==> src/rtl/mux_scan_pkg.sv <==
// rtl/mux_scan_pkg.sv - shared state encoding and channel constants for the mux scan sequencer
package mux_scan_pkg;

  typedef enum logic {
    ST_IDLE = 1'b0,
    ST_SCAN = 1'b1
  } state_t;

  localparam int         NUM_CH  = 4;
  localparam logic [1:0] LAST_CH = 2'd3;

endpackage

==> src/rtl/mux4_scan_sequencer_if.sv <==
// rtl/mux4_scan_sequencer_if.sv - start/stop request, mux select/return and captured-word bundle
interface mux4_scan_sequencer_if;
  import mux_scan_pkg::*;

  logic              start;
  logic              stop;
  logic              z;
  logic              s1;
  logic              s0;
  logic              busy;
  logic [NUM_CH-1:0] sample;
  logic              sample_valid;

  // master is the sequencer itself; slave is whatever requests scans and hosts the mux
  modport master (input start, stop, z, output s1, s0, busy, sample, sample_valid);
  modport slave  (output start, stop, z, input s1, s0, busy, sample, sample_valid);
endinterface

==> src/rtl/dwell_counter.sv <==
// rtl/dwell_counter.sv - per-channel dwell counter; tick marks the last cycle of a dwell
module dwell_counter #(
  parameter int DWELL = 2,
  parameter int CNT_W = 8
) (
  input  logic clk,
  input  logic rst_n,
  input  logic clr,
  input  logic en,
  output logic tick
);

  localparam logic [CNT_W-1:0] LAST = CNT_W'(DWELL - 1);

  logic [CNT_W-1:0] r_count;

  always_ff @(posedge clk or negedge rst_n) begin
    if (!rst_n) begin
      r_count <= '0;
    end else if (clr) begin
      r_count <= '0;
    end else if (en) begin
      r_count <= (r_count == LAST) ? '0 : r_count + CNT_W'(1);
    end
  end

  assign tick = (r_count == LAST);

endmodule

==> src/rtl/mux4_scan_sequencer.sv <==
// rtl/mux4_scan_sequencer.sv - steps a 4:1 mux through its channels and captures z; MUX_SCAN_CONT_EN selects continuous mode
module mux4_scan_sequencer
  import mux_scan_pkg::*;
#(
  parameter int DWELL = 2,
  parameter int CNT_W = 8
) (
  input  logic                  clk,
  input  logic                  rst_n,
  mux4_scan_sequencer_if.master bus
);

  state_t            r_state;
  logic [1:0]        r_ch;
  logic [NUM_CH-2:0] r_buf;
  logic [NUM_CH-1:0] r_sample;
  logic              r_sample_valid;
  logic              r_stop_pend;

  logic w_tick;
  logic w_scan;
  logic w_cap;
  logic w_cont;

  assign w_scan = (r_state == ST_SCAN);
  assign w_cap  = w_scan && w_tick;

`ifdef MUX_SCAN_CONT_EN
  // a stop seen on the final capture edge still ends this scan
  assign w_cont = !(r_stop_pend || bus.stop);
`else
  assign w_cont = 1'b0;
`endif

  dwell_counter #(
    .DWELL (DWELL),
    .CNT_W (CNT_W)
  ) u_dwell (
    .clk   (clk),
    .rst_n (rst_n),
    .clr   (!w_scan),
    .en    (w_scan),
    .tick  (w_tick)
  );

  always_ff @(posedge clk or negedge rst_n) begin
    if (!rst_n) begin
      r_state        <= ST_IDLE;
      r_ch           <= 2'd0;
      r_buf          <= '0;
      r_sample       <= '0;
      r_sample_valid <= 1'b0;
      r_stop_pend    <= 1'b0;
    end else begin
      r_sample_valid <= 1'b0;
      case (r_state)
        ST_IDLE: begin
          if (bus.start) begin
            r_state     <= ST_SCAN;
            r_ch        <= 2'd0;
            r_stop_pend <= bus.stop;
          end
        end
        ST_SCAN: begin
          if (bus.stop) begin
            r_stop_pend <= 1'b1;
          end
          if (w_cap) begin
            if (r_ch == LAST_CH) begin
              r_sample       <= {bus.z, r_buf};
              r_sample_valid <= 1'b1;
              r_ch           <= 2'd0;
              if (!w_cont) begin
                r_state     <= ST_IDLE;
                r_stop_pend <= 1'b0;
              end
            end else begin
              r_buf[r_ch] <= bus.z;
              r_ch        <= r_ch + 2'd1;
            end
          end
        end
        default: r_state <= ST_IDLE;
      endcase
    end
  end

  // the channel register is the select; it is forced to 0 whenever the block idles
  assign bus.s1           = r_ch[1];
  assign bus.s0           = r_ch[0];
  assign bus.busy         = w_scan;
  assign bus.sample       = r_sample;
  assign bus.sample_valid = r_sample_valid;

endmodule

==> src/flat_wrapper.sv <==
// flat-port wrapper written by rule: the top's interface ports become plain ports
module mux4_scan_sequencer_flat import mux_scan_pkg::*;
#(
  parameter int DWELL = 2,
  parameter int CNT_W = 8
)
  (clk, rst_n, bus_start, bus_stop, bus_z, bus_s1, bus_s0, bus_busy, bus_sample, bus_sample_valid);
  mux4_scan_sequencer_if bus_i ();
  input  logic clk;
  input  logic rst_n;
  input wire logic [$bits(bus_i.start)-1:0] bus_start;
  input wire logic [$bits(bus_i.stop)-1:0] bus_stop;
  input wire logic [$bits(bus_i.z)-1:0] bus_z;
  output wire logic [$bits(bus_i.s1)-1:0] bus_s1;
  output wire logic [$bits(bus_i.s0)-1:0] bus_s0;
  output wire logic [$bits(bus_i.busy)-1:0] bus_busy;
  output wire logic [$bits(bus_i.sample)-1:0] bus_sample;
  output wire logic [$bits(bus_i.sample_valid)-1:0] bus_sample_valid;
  assign bus_i.start = bus_start;
  assign bus_i.stop = bus_stop;
  assign bus_i.z = bus_z;
  assign bus_s1 = bus_i.s1;
  assign bus_s0 = bus_i.s0;
  assign bus_busy = bus_i.busy;
  assign bus_sample = bus_i.sample;
  assign bus_sample_valid = bus_i.sample_valid;
  mux4_scan_sequencer #(.DWELL(DWELL), .CNT_W(CNT_W)) u_core (.clk(clk), .rst_n(rst_n), .bus(bus_i));
endmodule
==> config.mk <==
export PLATFORM = sky130hd
export DESIGN_NAME = mux4_scan_sequencer_flat
export DESIGN_NICKNAME = d
export VERILOG_FILES = /design/src/rtl/mux_scan_pkg.sv /design/src/rtl/mux4_scan_sequencer_if.sv /design/src/rtl/dwell_counter.sv /design/src/rtl/mux4_scan_sequencer.sv /design/src/flat_wrapper.sv
export SDC_FILE = /design/constraint.sdc
export NUM_CORES = 1
export LEC_CHECK = 0
export BUFFER_PORTS_ARGS = -buffer_cell sky130_fd_sc_hd__buf_2
export CORE_UTILIZATION = 35
export DETAILED_ROUTE_END_ITERATION = 10
export GPL_TIMING_DRIVEN = 0
export PLACE_DENSITY = 0.5
export SYNTH_ARGS = -nofsm -noshare
export SYNTH_HDL_FRONTEND = slang
export SYNTH_SLANG_ARGS = --single-unit
==> constraint.sdc <==
create_clock -name clk -period 3.5 [get_ports clk]
set_clock_uncertainty 0.15 [all_clocks]
set_input_delay 0.525 -clock clk [delete_from_list [all_inputs] [get_ports clk]]
set_output_delay 0.525 -clock clk [all_outputs]
set_load 0.05 [all_outputs]
Word level (Yosys, flattened, before mapping)
Cells that the tools add are included.
- register bits after elaboration: 19
- bits in latches: 0
- bits in writable memories: 0
- memory bits (read-only): 0
- input bits: 5
- output and inout port bits: 8
- word-level logic and storage cells: 37
- memories: 0
- add/sub/neg operators: 2
- multipliers: 0
- div/mod/pow operators: 0
- order comparisons: 2
- eq/ne operators: 4
- shift-type cells: 0
- muxes and demuxes: 16
- bitwise gates (word level): 2
- reduce and logical (&&, ||, !) cells: 5
- operators with widths (operator ; number):
    $mux W8 ; 2
    $add A8 B1 Y8 const B ; 1
    $eq A8 B1 Y1 const B ; 1
    $mux W1 ; 7
    $mux W2 ; 3
    $reduce_and A3 Y1 ; 2
    $ne A2 B2 Y1 const B ; 2
    $pmux W2 S2 ; 1
    $bwmux W3 ; 1
    $lt A2 B3 Y1 const B ; 1
    $add A2 B1 Y2 const B ; 1
    $demux W1 S2 ; 1
    $eq A2 B2 Y1 const B ; 1
    $ge A2 B1 Y1 const B ; 1
    $logic_and A1 B1 Y1 ; 2
    $not A1 Y1 ; 2
    $pmux W1 S2 ; 1
    $reduce_and A2 Y1 ; 1

Logic depth before layout (Yosys ltp)
- depth after elaboration: 5
- mapped depth: 5
- gate-level depth less buffers: 5

Hierarchy
Synthesis repeated with hierarchy kept, for this count alone.
- cells, all modules: 89
- area, all modules: 974.7 sq um
- by module, submodules not included (module ; times used ; cells an instance ; area each (sq um) ; seq. area each (sq um)):
    mux4_scan_sequencer ; 1 ; 41 ; 514.2 ; 275.3
    dwell_counter ; 1 ; 48 ; 460.4 ; 200.2

Least setup slack after synthesis
No wires, ideal clock.
- path kind: register -> register
- start point: register u_core.r_ch[0]
- end point: register u_core.r_buf[0]
- setup time: 0.125 ns
- arrival time: 1.501 ns
- data required time: 3.225 ns
- slack: 1.725 ns
- stages on the path, launching flop included: 5
- buffers on the path: 0
- clock period less this slack: 1.775 ns
- path through: dfrtp_1 > ha_1 > nor2b_1 > nand4_1 > mux2_2
- cells in the longest elaborated chain, start to end: 5
- elaborated cells on any way between the ends: 9
- classes of those cells: order compare: 2; eq/ne: 1; mux: 3; bitwise: 1; reduce/logical: 2
- ends and longest elaborated chain (item ; line ; text):
    start, declared ; mux4_scan_sequencer.sv:14 ; logic [1:0] r_ch;
    start signal, assigned ; mux4_scan_sequencer.sv:79 ; r_ch <= r_ch + 2'd1;
    $lt A2 B3 Y1 (not written as such) / $ge A2 B1 Y1 (equally long branches) ; mux4_scan_sequencer.sv:78 ; r_buf[r_ch] <= bus.z;
    $logic_and A1 B1 Y1 (not written as such) ; mux4_scan_sequencer.sv:78 ;
    $mux W1 (not written as such) ; mux4_scan_sequencer.sv:78 ;
    $demux W1 S2 ; -- ;
    $bwmux W3 ; mux4_scan_sequencer.sv:78 ;
    end signal, assigned by index ; mux4_scan_sequencer.sv:78 ;
    end, declared ; mux4_scan_sequencer.sv:15 ; logic [NUM_CH-2:0] r_buf;
Several ways; a longest one is shown, not always the timed one.
A chain may end at the register's enable or synchronous reset.

Final worst setup path
- start point: register u_core.u_dwell.r_count[1]
- end point: register u_core.r_sample[0] (netlist: u_core.bus.sample[0])
- cells in the longest elaborated chain, start to end: 3
- ends and longest elaborated chain (item ; line ; text):
    start, declared ; dwell_counter.sv:15 ; logic [CNT_W-1:0] r_count;
    start signal, assigned ; dwell_counter.sv:23 ; r_count <= (r_count == LAST) ? '0 : r_count + CNT_W'(1);
    $eq A8 B1 Y1 ; dwell_counter.sv:27 ; assign tick = (r_count == LAST);
    $logic_and A1 B1 Y1 ; mux4_scan_sequencer.sv:26 ; assign w_cap = w_scan && w_tick;
    $reduce_and A3 Y1 (no source line) ; -- ;
    end signal, assigned ; mux4_scan_sequencer.sv:70 ; r_sample <= {bus.z, r_buf};
    end, declared ; mux4_scan_sequencer.sv:16 ; logic [NUM_CH-1:0] r_sample;
Every way passes these cells.

==> results_dict.tcl <==
set metrics [dict create \
    pwr-share-clk 0.118 \
    cts_buffer_depth 2 \
    drive_gt1_frac 0.302 \
    final_common_cell "dfrtp_1" \
    gp_congestion 0.744 \
    die_y_um 53.7 \
    tns_ns 0 \
    tightest_slew_ns 0.479 \
    clockRootBuffer "clkbuf_4" \
    synthCells 80 \
    finish.instance_area_mm2 0.00107 \
    port_buffers 11 \
    finalSetupViolCount 0 \
    postRouteAntennaNets 0 \
    dpl_cell_area_mm2 0.00103 \
    max_cap_violations 0 \
    final_cells 126 \
    grt_usage 0.153 \
    start_util 0.375 \
    finalHoldViolCount 0 \
    clkLatencyLatePin_ns 0.30 \
    worstSetupPathType "flop to flop" \
    rsz0062_at_grt "false" \
    drt_iter0_markers 6 \
    synth_fp_nets 91 \
    internal_power_w 0.000531 \
    drc_errors 0 \
    dieWidth_um 53.7 \
    hold_class "input pin to flop" \
    yosysSeqAreaShare 0.507 \
    cts_tree "done" \
    row_count 18 \
    mostFrequentLayoutCells "19 x dfrtp_1, 12 x buf_2, 7 x nor2_1, 7 x mux2_2, 6 x ha_1" \
    viasPerCell 5.12 \
    reg2reg_setup_slack_ns 1.61 \
    cts_sinks 19 \
    cp-start-kind "flop" \
    cts_htree_levels 1 \
    power_switching_share 0.468 \
    slew_headroom 0.679 \
    fin_nets 108 \
    cts_made_buffers 3 \
    firstDrtPassIters 4 \
    status "finished, final reports clean" \
    path_max_fanout 7 \
    num_vias 645 \
    antennaDiodeCount 0 \
    min_period_ns 1.89 \
    utilization 0.428 \
    path_clk_slew_ns 0.12 \
    overflow 0 \
    ys_warn_count 0 \
    grt_pass1_vias 630 \
    grt_max_degree 20 \
    avgRoutedWirePerCell_um 13.5 \
    fin_crit_sh 0.540 \
    fmax_mhz 529 \
    cp.arrival_ns 1.94 \
    avgSynthCellArea_um2 11.7 \
    p_seq_frac 0.378 \
    dp_hpwl_um 1170 \
    ys_types 24 \
    die_area_mm2 0.00289 \
    pwr_density_cell_mw_per_mm2 932 \
    grt_pass1_wl_um 2990 \
    combPwrFrac 0.503 \
    post_cts_buffers 0 \
    synth_seq_cells 19 \
    pin_count 13 \
    end_kind "flop" \
    leakage_nw 0.484 \
    cp.required_ns 3.55 \
    antenna_found_initial 0 \
    peakVddDrop_mv 0.437 \
    area_delta_synth_final_pct 14.2 \
    core_mm2 0.00250 \
    routed_wl_um 1700 \
    placed_cells 121 \
    syn_area_um2 937 \
    netSwitchingPower_w 0.000466 \
    drv_slew 0 \
]
-- state kept, by name, indices dropped and copies added (netlist names) --
| register | flops |
|---|---|
| u_core.u_dwell.r_count | 8 |
| u_core.bus.busy | 1 |
| u_core.bus.sample | 4 |
| u_core.bus.sample_valid | 1 |
| u_core.r_buf | 3 |
| u_core.r_ch | 2 |
-- timing repair --
item                                   CTS  global route
gates resized for setup                  0             0
endpoints found under the hold margin    7             0
hold buffers                             1             0
-- metrics by stage --
step                worst slack [ns]  hold slack (ns)  total power (W)
floorplan                       1.72           0.0794         0.000772
global placement                1.66            0.331         0.000879
detailed placement              1.65            0.338         0.000883
CTS                             1.63            0.312          0.00101
global route                    1.46            0.315          0.00108
finish                          1.61            0.319         0.000997
-- cell type report --
type,instances,area (um^2)
multi-input combinational,57,445
inverter,3,11.3
clock inverter,1,7.51
fill,237,1430
sequential,19,475
tap,30,37.5
buffer,1,5.00
clock buffer,3,22.5
timing repair buffer,12,65.1
-- cells by family (layout without fill, tap and decap cells) --
kind of cell / count (synthesis) / count (layout) / share of synthesized area
AO/OA/AOI/OAI: 10 / 10 / 0.0721
XOR/XNOR: 3 / 3 / 0.0280
adder cells (fa/ha/maj): 6 / 6 / 0.0801
buffers and inverters: 4 / 20 / 0.0174
flip-flops: 19 / 19 / 0.507
multiplexers: 7 / 7 / 0.0841
AND/OR/NAND/NOR: 31 / 31 / 0.211
-- worst paths after layout --
path,cells past startpoint,from,to
hold reg to reg,1,u_core.u_dwell.r_count[0],u_core.u_dwell.r_count[0]
setup / recovery,5,u_core.u_dwell.r_count[1],u_core.bus.sample[0]
min in group asynchronous,2,rst_n,u_core.r_ch[0]
hold / removal,3,bus_start,u_core.bus.busy
max in group asynchronous,2,rst_n,u_core.u_dwell.r_count[6]
setup reg to reg,5,u_core.u_dwell.r_count[1],u_core.bus.sample[0]
-- synthesized netlist by cell type --
cell type	n	share of area
dfrtp_1	19	0.51
xnor2_1	1	0.0093
nor2b_1	1	0.0067
a21oi_1	4	0.021
nor3_1	1	0.0053
nor2_1	7	0.028
buf_2	1	0.0053
o21ai_0	3	0.016
and4_2	1	0.011
inv_1	3	0.012
o21ai_4	1	0.017
or3_1	4	0.027
nand4_1	5	0.033
nor3_2	1	0.011
xor2_1	2	0.019
ha_1	6	0.080
nand2_1	5	0.020
nand4_2	1	0.013
nor4b_4	1	0.025
mux2_2	7	0.084
a211o_1	1	0.0093
or4b_4	1	0.015
nand3_1	3	0.016
o211ai_1	1	0.0080
-- power groups by stage --
| stage | clock network (W) | registers, W | logic [W] |
|---|---|---|---|
| 3_5_place_dp | 0 | 0.000384 | 0.000499 |
| 3_3_place_gp | 0 | 0.000380 | 0.000499 |
| 5_1_grt | 0.000134 | 0.000392 | 0.000557 |
| 4_1_cts | 0.000123 | 0.000378 | 0.000506 |
| 2_1_floorplan | 0 | 0.000492 | 0.000280 |
| 6_report | 0.000118 | 0.000377 | 0.000502 |
-- critical path, stage by stage (launching register included) --
cell and delay, ns:
dfrtp_1 0.41, inv_1 0.06, ha_1 0.16, nor4b_4 0.42, nand4_2 0.27, mux2_2 0.33
-- metal layers --
layer,routed length [um],vias up,GRT usage
met3,74,2,0.0593
met5,0,-,0
met2,739,11,0.230
met1,862,311,0.198
li1,-,321,-
met4,19,0,0.0526
(Power assumes the default switching activity.)
